[src/rtl/obi_dma_copy.sv]
// obi_dma_copy
//   Single-channel OBI initiator. It copies a block of 32-bit words from a
//   source range to a destination range, one word at a time. Each word is a
//   read followed by a write, and at most one transaction is outstanding.
//
//   Build option: define DMA_CHECKSUM_EN to add a running 32-bit sum of every
//   word read. When it is undefined, sum_o is tied to zero and no adder is
//   built.
//
//   Ports
//     clk_i, rst_ni        clock, asynchronous active-low reset
//     start_i              launch a copy; sampled only in IDLE
//     src_addr_i/dst_addr_i first source/destination byte address
//     len_i                number of words to copy
//     busy_o, done_o       copy in flight / one-cycle end pulse
//     err_o                misaligned start flag, sticky until next start
//     sum_o                checksum of words read (or 0)
//     dma_*                OBI manager port (req/gnt/addr/we/be/wdata/rvalid/rdata)
//
//   state     | meaning
//   ----------+-----------------------------------------------
//   S_IDLE    | waiting for start_i
//   S_RD_REQ  | read request on the bus, waiting for grant
//   S_RD_WAIT | read granted, waiting for rvalid
//   S_WR_REQ  | write request on the bus, waiting for grant
//   S_WR_WAIT | write granted, waiting for rvalid
//   S_DONE    | one-cycle done pulse, then back to IDLE
module obi_dma_copy #(
  parameter int LEN_W = 16
) (
  input  logic             clk_i,
  input  logic             rst_ni,
  input  logic             start_i,
  input  logic [31:0]      src_addr_i,
  input  logic [31:0]      dst_addr_i,
  input  logic [LEN_W-1:0] len_i,
  output logic             busy_o,
  output logic             done_o,
  output logic             err_o,
  output logic [31:0]      sum_o,
  output logic             dma_req_o,
  input  logic             dma_gnt_i,
  output logic [31:0]      dma_addr_o,
  output logic             dma_we_o,
  output logic [3:0]       dma_be_o,
  output logic [31:0]      dma_wdata_o,
  input  logic             dma_rvalid_i,
  input  logic [31:0]      dma_rdata_i
);

  typedef enum logic [2:0] {
    S_IDLE    = 3'd0,
    S_RD_REQ  = 3'd1,
    S_RD_WAIT = 3'd2,
    S_WR_REQ  = 3'd3,
    S_WR_WAIT = 3'd4,
    S_DONE    = 3'd5
  } state_t;

  state_t           r_state;
  state_t           w_state_nxt;
  logic [31:0]      r_src;
  logic [31:0]      r_dst;
  logic [31:0]      r_data;
  logic [LEN_W-1:0] r_cnt;
  logic             r_err;

  logic w_start_ok;
  logic w_misalign;
  logic w_rd_done;
  logic w_wr_done;

  assign w_start_ok = (r_state == S_IDLE) && start_i;
  assign w_misalign = (|src_addr_i[1:0]) || (|dst_addr_i[1:0]);
  assign w_rd_done  = (r_state == S_RD_WAIT) && dma_rvalid_i;
  assign w_wr_done  = (r_state == S_WR_WAIT) && dma_rvalid_i;

  // State register
  always_ff @(posedge clk_i or negedge rst_ni) begin
    if (!rst_ni) begin
      r_state <= S_IDLE;
    end else begin
      r_state <= w_state_nxt;
    end
  end

  // Next-state logic
  always_comb begin
    w_state_nxt = r_state;
    case (r_state)
      S_IDLE: begin
        if (start_i) begin
          if (w_misalign || (len_i == '0)) begin
            w_state_nxt = S_DONE;
          end else begin
            w_state_nxt = S_RD_REQ;
          end
        end
      end
      S_RD_REQ:  if (dma_gnt_i)    w_state_nxt = S_RD_WAIT;
      S_RD_WAIT: if (dma_rvalid_i) w_state_nxt = S_WR_REQ;
      S_WR_REQ:  if (dma_gnt_i)    w_state_nxt = S_WR_WAIT;
      S_WR_WAIT: begin
        if (dma_rvalid_i) begin
          // The count still holds the word being finished.
          w_state_nxt = (r_cnt == LEN_W'(1)) ? S_DONE : S_RD_REQ;
        end
      end
      S_DONE:  w_state_nxt = S_IDLE;
      default: w_state_nxt = S_IDLE;
    endcase
  end

  // Outputs decode from the state only. The bus fields are therefore frozen
  // for as long as a request waits for its grant, and they drop to zero
  // asynchronously on reset.
  always_comb begin
    dma_req_o   = 1'b0;
    dma_we_o    = 1'b0;
    dma_addr_o  = 32'h0;
    dma_wdata_o = 32'h0;
    dma_be_o    = 4'h0;
    busy_o      = 1'b0;
    done_o      = 1'b0;
    case (r_state)
      S_RD_REQ: begin
        dma_req_o  = 1'b1;
        dma_addr_o = r_src;
        dma_be_o   = 4'hF;
        busy_o     = 1'b1;
      end
      S_WR_REQ: begin
        dma_req_o   = 1'b1;
        dma_we_o    = 1'b1;
        dma_addr_o  = r_dst;
        dma_wdata_o = r_data;
        dma_be_o    = 4'hF;
        busy_o      = 1'b1;
      end
      S_RD_WAIT, S_WR_WAIT: busy_o = 1'b1;
      S_DONE:               done_o = 1'b1;
      default: ;
    endcase
  end

  // Datapath: pointers, count, data register, error flag
  always_ff @(posedge clk_i or negedge rst_ni) begin
    if (!rst_ni) begin
      r_src  <= 32'h0;
      r_dst  <= 32'h0;
      r_data <= 32'h0;
      r_cnt  <= '0;
      r_err  <= 1'b0;
    end else begin
      if (w_start_ok) begin
        r_src <= src_addr_i;
        r_dst <= dst_addr_i;
        r_cnt <= len_i;
        r_err <= w_misalign;
      end
      if (w_rd_done) begin
        r_data <= dma_rdata_i;
        r_src  <= r_src + 32'd4;
      end
      if (w_wr_done) begin
        r_dst <= r_dst + 32'd4;
        r_cnt <= r_cnt - LEN_W'(1);
      end
    end
  end

  assign err_o = r_err;

`ifdef DMA_CHECKSUM_EN
  logic [31:0] r_sum;

  always_ff @(posedge clk_i or negedge rst_ni) begin
    if (!rst_ni) begin
      r_sum <= 32'h0;
    end else if (w_start_ok) begin
      r_sum <= 32'h0;
    end else if (w_rd_done) begin
      r_sum <= r_sum + dma_rdata_i;
    end
  end

  assign sum_o = r_sum;
`else
  assign sum_o = 32'h0;
`endif

endmodule
[config.mk]
export PLATFORM = sky130hd
export DESIGN_NAME = obi_dma_copy
export DESIGN_NICKNAME = d
export VERILOG_FILES = /design/src/rtl/obi_dma_copy.sv
export SDC_FILE = /design/constraint.sdc
export NUM_CORES = 1
export LEC_CHECK = 0
export CAP_MARGIN = 30
export CORE_MARGIN = 2
export CORE_UTILIZATION = 36
export DETAILED_ROUTE_END_ITERATION = 12
export PLACE_DENSITY = 0.65
export SETUP_SLACK_MARGIN = 0.1
export SYNTH_ARGS = -nofsm -noshare
export SYNTH_HDL_FRONTEND = slang
export SYNTH_SLANG_ARGS = --single-unit
[constraint.sdc]
create_clock -name clk_i -period 2.1 [get_ports clk_i]
set_input_delay 0.63 -clock clk_i [delete_from_list [all_inputs] [get_ports clk_i]]
set_output_delay 0.63 -clock clk_i [all_outputs]
set_load 0.02 [all_outputs]
Yosys cells after proc, flatten, opt, wreduce, memory -nomap -nowiden
Cells that the tools add are included.
Widths: inputs -> output; s select.
{ "totals": {"output_inout_bits": 105, "inputBits": 117, "wordCells": 55, "regBits": 116} }
{ "op_classes": {"n_eq_ne": 11, "n_reduce_logical": 14, "n_mux": 21, "add_sub_neg": 3} }
{ "op_table": {"columns": ["op", "count"], "rows": [
  ["$mux 32", 5],
  ["$add 32x3->32 const B", 2],
  ["$pmux 32 s2", 1],
  ["$mux 16", 2],
  ["$mux 3", 7],
  ["$eq 16x1->1 const B", 1],
  ["$logic_not 16->1", 1],
  ["$sub 16x1->16 const B", 1],
  ["$pmux 3 s5", 1],
  ["$ne 2x2->1 const B", 5],
  ["$eq 3x2->1 const B", 2],
  ["$eq 3x3->1 const B", 2],
  ["$reduce_or 2->1", 3],
  ["$reduce_and 5->1", 1],
  ["$mux 1", 4],
  ["$mux 4", 1],
  ["$reduce_bool 2->1", 2],
  ["$reduce_or 4->1", 1],
  ["$eq 3x1->1 const B", 1],
  ["$logic_and 1x1->1", 3],
  ["$logic_not 3->1", 1],
  ["$logic_or 1x1->1", 2]
]} }

Depth between registers and ports, before layout
{ "depth": {"word_depth": 6, "mapped_depth": 8} }

Least setup slack after synthesis
No wires, ideal clock.
{ "synth_path": {"path_kind": "reg2out", "startpoint": "reg r_state[2]", "endpoint": "out dma_wdata_o[22]", "path_stages_with_launch": 6, "path_buffers": 2, "arrival_time_ns": 1.594, "setup_slack_ns": -0.124, "cell_sequence": "dfrtp_1 > nand2b_1 > clkbuf_1 > inv_1 > clkbuf_1 > and3_1"} }
{ "synth_between": {"elab_chain_cells": 2} }
{ "synth_lines": {"columns": ["item", "line", "source"], "rows": [
  ["from (decl)", "60", "state_t r_state;"],
  ["from (signal assigned)", "83", "r_state <= w_state_nxt;"],
  ["$eq 3x2->1", "125", "case (r_state)"],
  ["$mux 32", "125", null],
  ["to (decl)", "46", "output logic [31:0] dma_wdata_o,"]
]} }
No other way between the ends.

Worst setup path after layout
{ "layout_path": {"startpoint": "reg r_state[2]", "endpoint": "out dma_wdata_o[23]"} }
Same word-level chain as after synthesis.

==> results.json <==
{
  "syn_area_per_cell_sq_um": 8.51,
  "finalClockSkew_ns": 0.0103,
  "placeableCoreArea_sq_mm": 0.0194,
  "final_nets": 1261,
  "ys.flop_type": "dfrtp_1",
  "synth_edf_count": 0,
  "ys_seq_area_share_pct": 40.9,
  "multi_input_area_sq_mm": 0.00460,
  "power_density_mw_per_mm2": 1380,
  "initial_utilization_pct": 36.6,
  "stdcell_count": 1418,
  "worstHoldPathType": "in -> async",
  "first_pass_iters": 5,
  "worst_slack_ns": -0.142,
  "cts_num_sinks": 116,
  "cts.path.max_buffers": 2,
  "drive_above_1_share_pct": 36.5,
  "yosysUniqueCellTypes": 65,
  "tritoncts": "done",
  "drc": 0,
  "setup_viol": 76,
  "violations": "setup timing",
  "clock_latency_ns": 0.43,
  "gr-total-overflow": 0,
  "clkSlewWorstSetupHoldPaths_ns": 0.06,
  "path_class": "reg -> out",
  "vias": 7769,
  "p_leak_uw": 0.00537,
  "hold_viol_final": 0,
  "h-tree-depth": 4,
  "ant_nets": 0,
  "max_slew_margin_pct": 66.1,
  "swShare_pct": 40.6,
  "finalCriticalPeriod_ns": 2.24,
  "die_x_um": 144,
  "grt_max_degree": 33,
  "power_frac_clock_pct": 19.2,
  "status": "finished with violations",
  "yosysWarnings": 0,
  "grt_pass1_vias": 7094,
  "port_buffers": 189,
  "power_frac_comb_pct": 54.0,
  "register_area_sq_mm": 0.00291,
  "cts-root-buf": "clkbuf_16",
  "viasPerCell": 5.48,
  "numCtsBuffers": 17,
  "synth-seq-cells": 116,
  "rsz0062_at_grt": "yes",
  "utilization_pct": 62.9,
  "ir_drop_uv": 761,
  "place_hpwl_um": 17300,
  "r2r_slack_ns": -0.14,
  "place_inst": 1333,
  "syn_inst": 835,
  "crit_arrival_ns": 1.61,
  "wirelength_um": 26600,
  "nFillCells": 1600,
  "antenna_found_initial": 0,
  "cellInternalPower_uw": 10000,
  "tightest_slew_ns": 0.504,
  "seqPwrFrac_pct": 26.8,
  "slew_violations": 0,
  "ys_async_sr_fraction_pct": 100,
  "drt_iter0_markers": 660,
  "wl_per_cell_um": 18.7,
  "startpoint_type": "flop",
  "n_antenna_cell": 0,
  "path_max_fanout": 5,
  "totalPowerFinal_uw": 16800,
  "p_switching_uw": 6830,
  "drv_cap": 0,
  "num_rows": 51,
  "fp.dieH_um": 144,
  "crit_path_end_kind": "output port",
  "dp_slack_ns": -0.410,
  "critical_path_required_ns": 1.47,
  "die-area_sq_mm": 0.0209,
  "grt_pass1_wl_um": 38300,
  "syn_area_sq_mm": 0.00711,
  "area_delta_synth_final_pct": 71.7,
  "place.gp.congestion": 0.902,
  "max_freq_mhz": 446,
  "final_cell_area_sq_mm": 0.0122,
  "dpl_cell_area_sq_mm": 0.00983,
  "io-pin-count": 222,
  "track_usage_pct": 23.8,
  "finalCritPeriodShare_pct": 107
}
## worst max-delay path, cell delays in order (launching register included)
cell,delay (ns)
dfrtp_1,0.38
nand2b_4,0.16
inv_6,0.08
buf_12,0.14
buf_16,0.13
and3_4,0.18
buf_6,0.11
## cell families after synthesis
family          Yosys count  synth area share, %
simple gates            421                 29.6
compound gates          151                 15.4
flops                   116                 40.9
buf+inv                 105                 8.24
mux                      34                 4.81
fa+ha+maj                 4                0.704
xor+xnor                  3                0.370
other cells               1               0.0528
## placed cells by master (no fill, tap or decap), drive strengths merged, types with 5 or more instances in the layout
cell and count:
a31oi 8, nor4 18, nand3 35, and3 43, o311ai 24, clkinv 6, clkdlybuf4s50 114, nor2 74
a311oi 8, or4 6, conb 32, buf 221, nor3 22, bufinv 5, or3 6, nand4 14
a211oi 13, a221o 10, clkbuf 26, inv 16, a22oi 7, o21ai 26, o211ai 20, dfrtp 116
a21oi 15, mux2i 33, o22ai 7, nand2 182
## cell usage after synthesis (all sizes together), types with 2 or more instances
| cell | instances | area (sq um) |
|---|---|---|
| nand2 | 182 | 686 |
| dfrtp | 116 | 2900 |
| nor2 | 74 | 280 |
| buf | 58 | 408 |
| and3 | 43 | 270 |
| nand3 | 35 | 193 |
| mux2i | 33 | 330 |
| clkbuf | 31 | 118 |
| o21ai | 26 | 130 |
| o311ai | 24 | 210 |
| nor3 | 22 | 125 |
| o211ai | 20 | 150 |
| nor4 | 18 | 140 |
| inv | 16 | 60.1 |
| a21oi | 15 | 75.1 |
| nand4 | 14 | 118 |
| a211oi | 13 | 97.6 |
| a221o | 10 | 100 |
| a311oi | 8 | 70.1 |
| a31oi | 8 | 50.1 |
| a22oi | 7 | 52.6 |
| o22ai | 7 | 43.8 |
| or3 | 6 | 37.5 |
| or4 | 6 | 45.0 |
| and4 | 4 | 35.0 |
| ha | 4 | 50.1 |
| nor4b | 3 | 56.3 |
| a211o | 2 | 17.5 |
| a21o | 2 | 15.0 |
| a32oi | 2 | 17.5 |
| and2 | 2 | 12.5 |
| and4bb | 2 | 25.0 |
| nand2b | 2 | 12.5 |
| nand3b | 2 | 15.0 |
| nand4bb | 2 | 22.5 |
| nor3b | 2 | 15.0 |
| xor2 | 2 | 17.5 |
## state kept, by name, summed over array words and instances, names as in the netlist
name,cells
r_data,32
r_state,3
err_o,1
r_cnt,16
r_src,32
r_dst,32
## layout make-up
| type | instances | area share [%] |
|---|---|---|
| well taps | 265 | 2.72 |
| flip-flops and latches | 116 | 23.8 |
| inverters | 16 | 0.533 |
| clock buffers | 19 | 3.63 |
| clock inverters | 13 | 1.69 |
| repair buffers | 344 | 29.9 |
| multi-input cells | 645 | 37.7 |
## through the flow
stage / setup TNS, ns / hold slack (ns)
2_1_floorplan: 0 / 0.334
3_3_place_gp: -27.16 / 0.449
3_5_place_dp: -29.57 / 0.455
4_1_cts: -6.77 / 0.110
5_1_grt: -11.73 / 0.119
6_report: -6.70 / 0.110
## final timing paths
check | cells past startpoint | startpoint | end
max | 6 | r_state[2] | dma_wdata_o[23]
min | 1 | rst_ni | r_data[24]
max in group asynchronous | 2 | rst_ni | r_data[8]
min reg2reg | 2 | r_data[3] | r_data[3]
min in group clk_i | 2 | r_data[3] | r_data[3]
max reg2reg | 10 | r_state[1] | r_dst[28]
## repair_timing
| action | in CTS | in global routing |
|---|---|---|
| endpoints found under the hold margin | 0 | 0 |
| cloned | 6 | 7 |
| setup endpoints to repair | 94 | 146 |
| pin swaps | 30 | 103 |
| buffers inserted | 16 | 28 |
| resized for setup | 476 | 210 |
| hold buffers | 0 | 0 |
## metal layers
metal	track usage, %	vias to the layer above	wire (um)
li1	-	3590	-
met1	33.1	3826	11300
met2	37.5	316	13000
met3	4.57	37	1780
met4	7.87	0	554
met5	0	-	0
## power by group through the flow
stage	Clock (uW)	Combinational [uW]	Sequential [uW]
2_1_floorplan	0	3950	4010
3_3_place_gp	0	6570	4260
3_5_place_dp	0	6650	4270
4_1_cts	3270	7580	4320
5_1_grt	3370	9720	4640
6_report	3220	9090	4520
No activity file was read; power rests on OpenSTA's default activity.
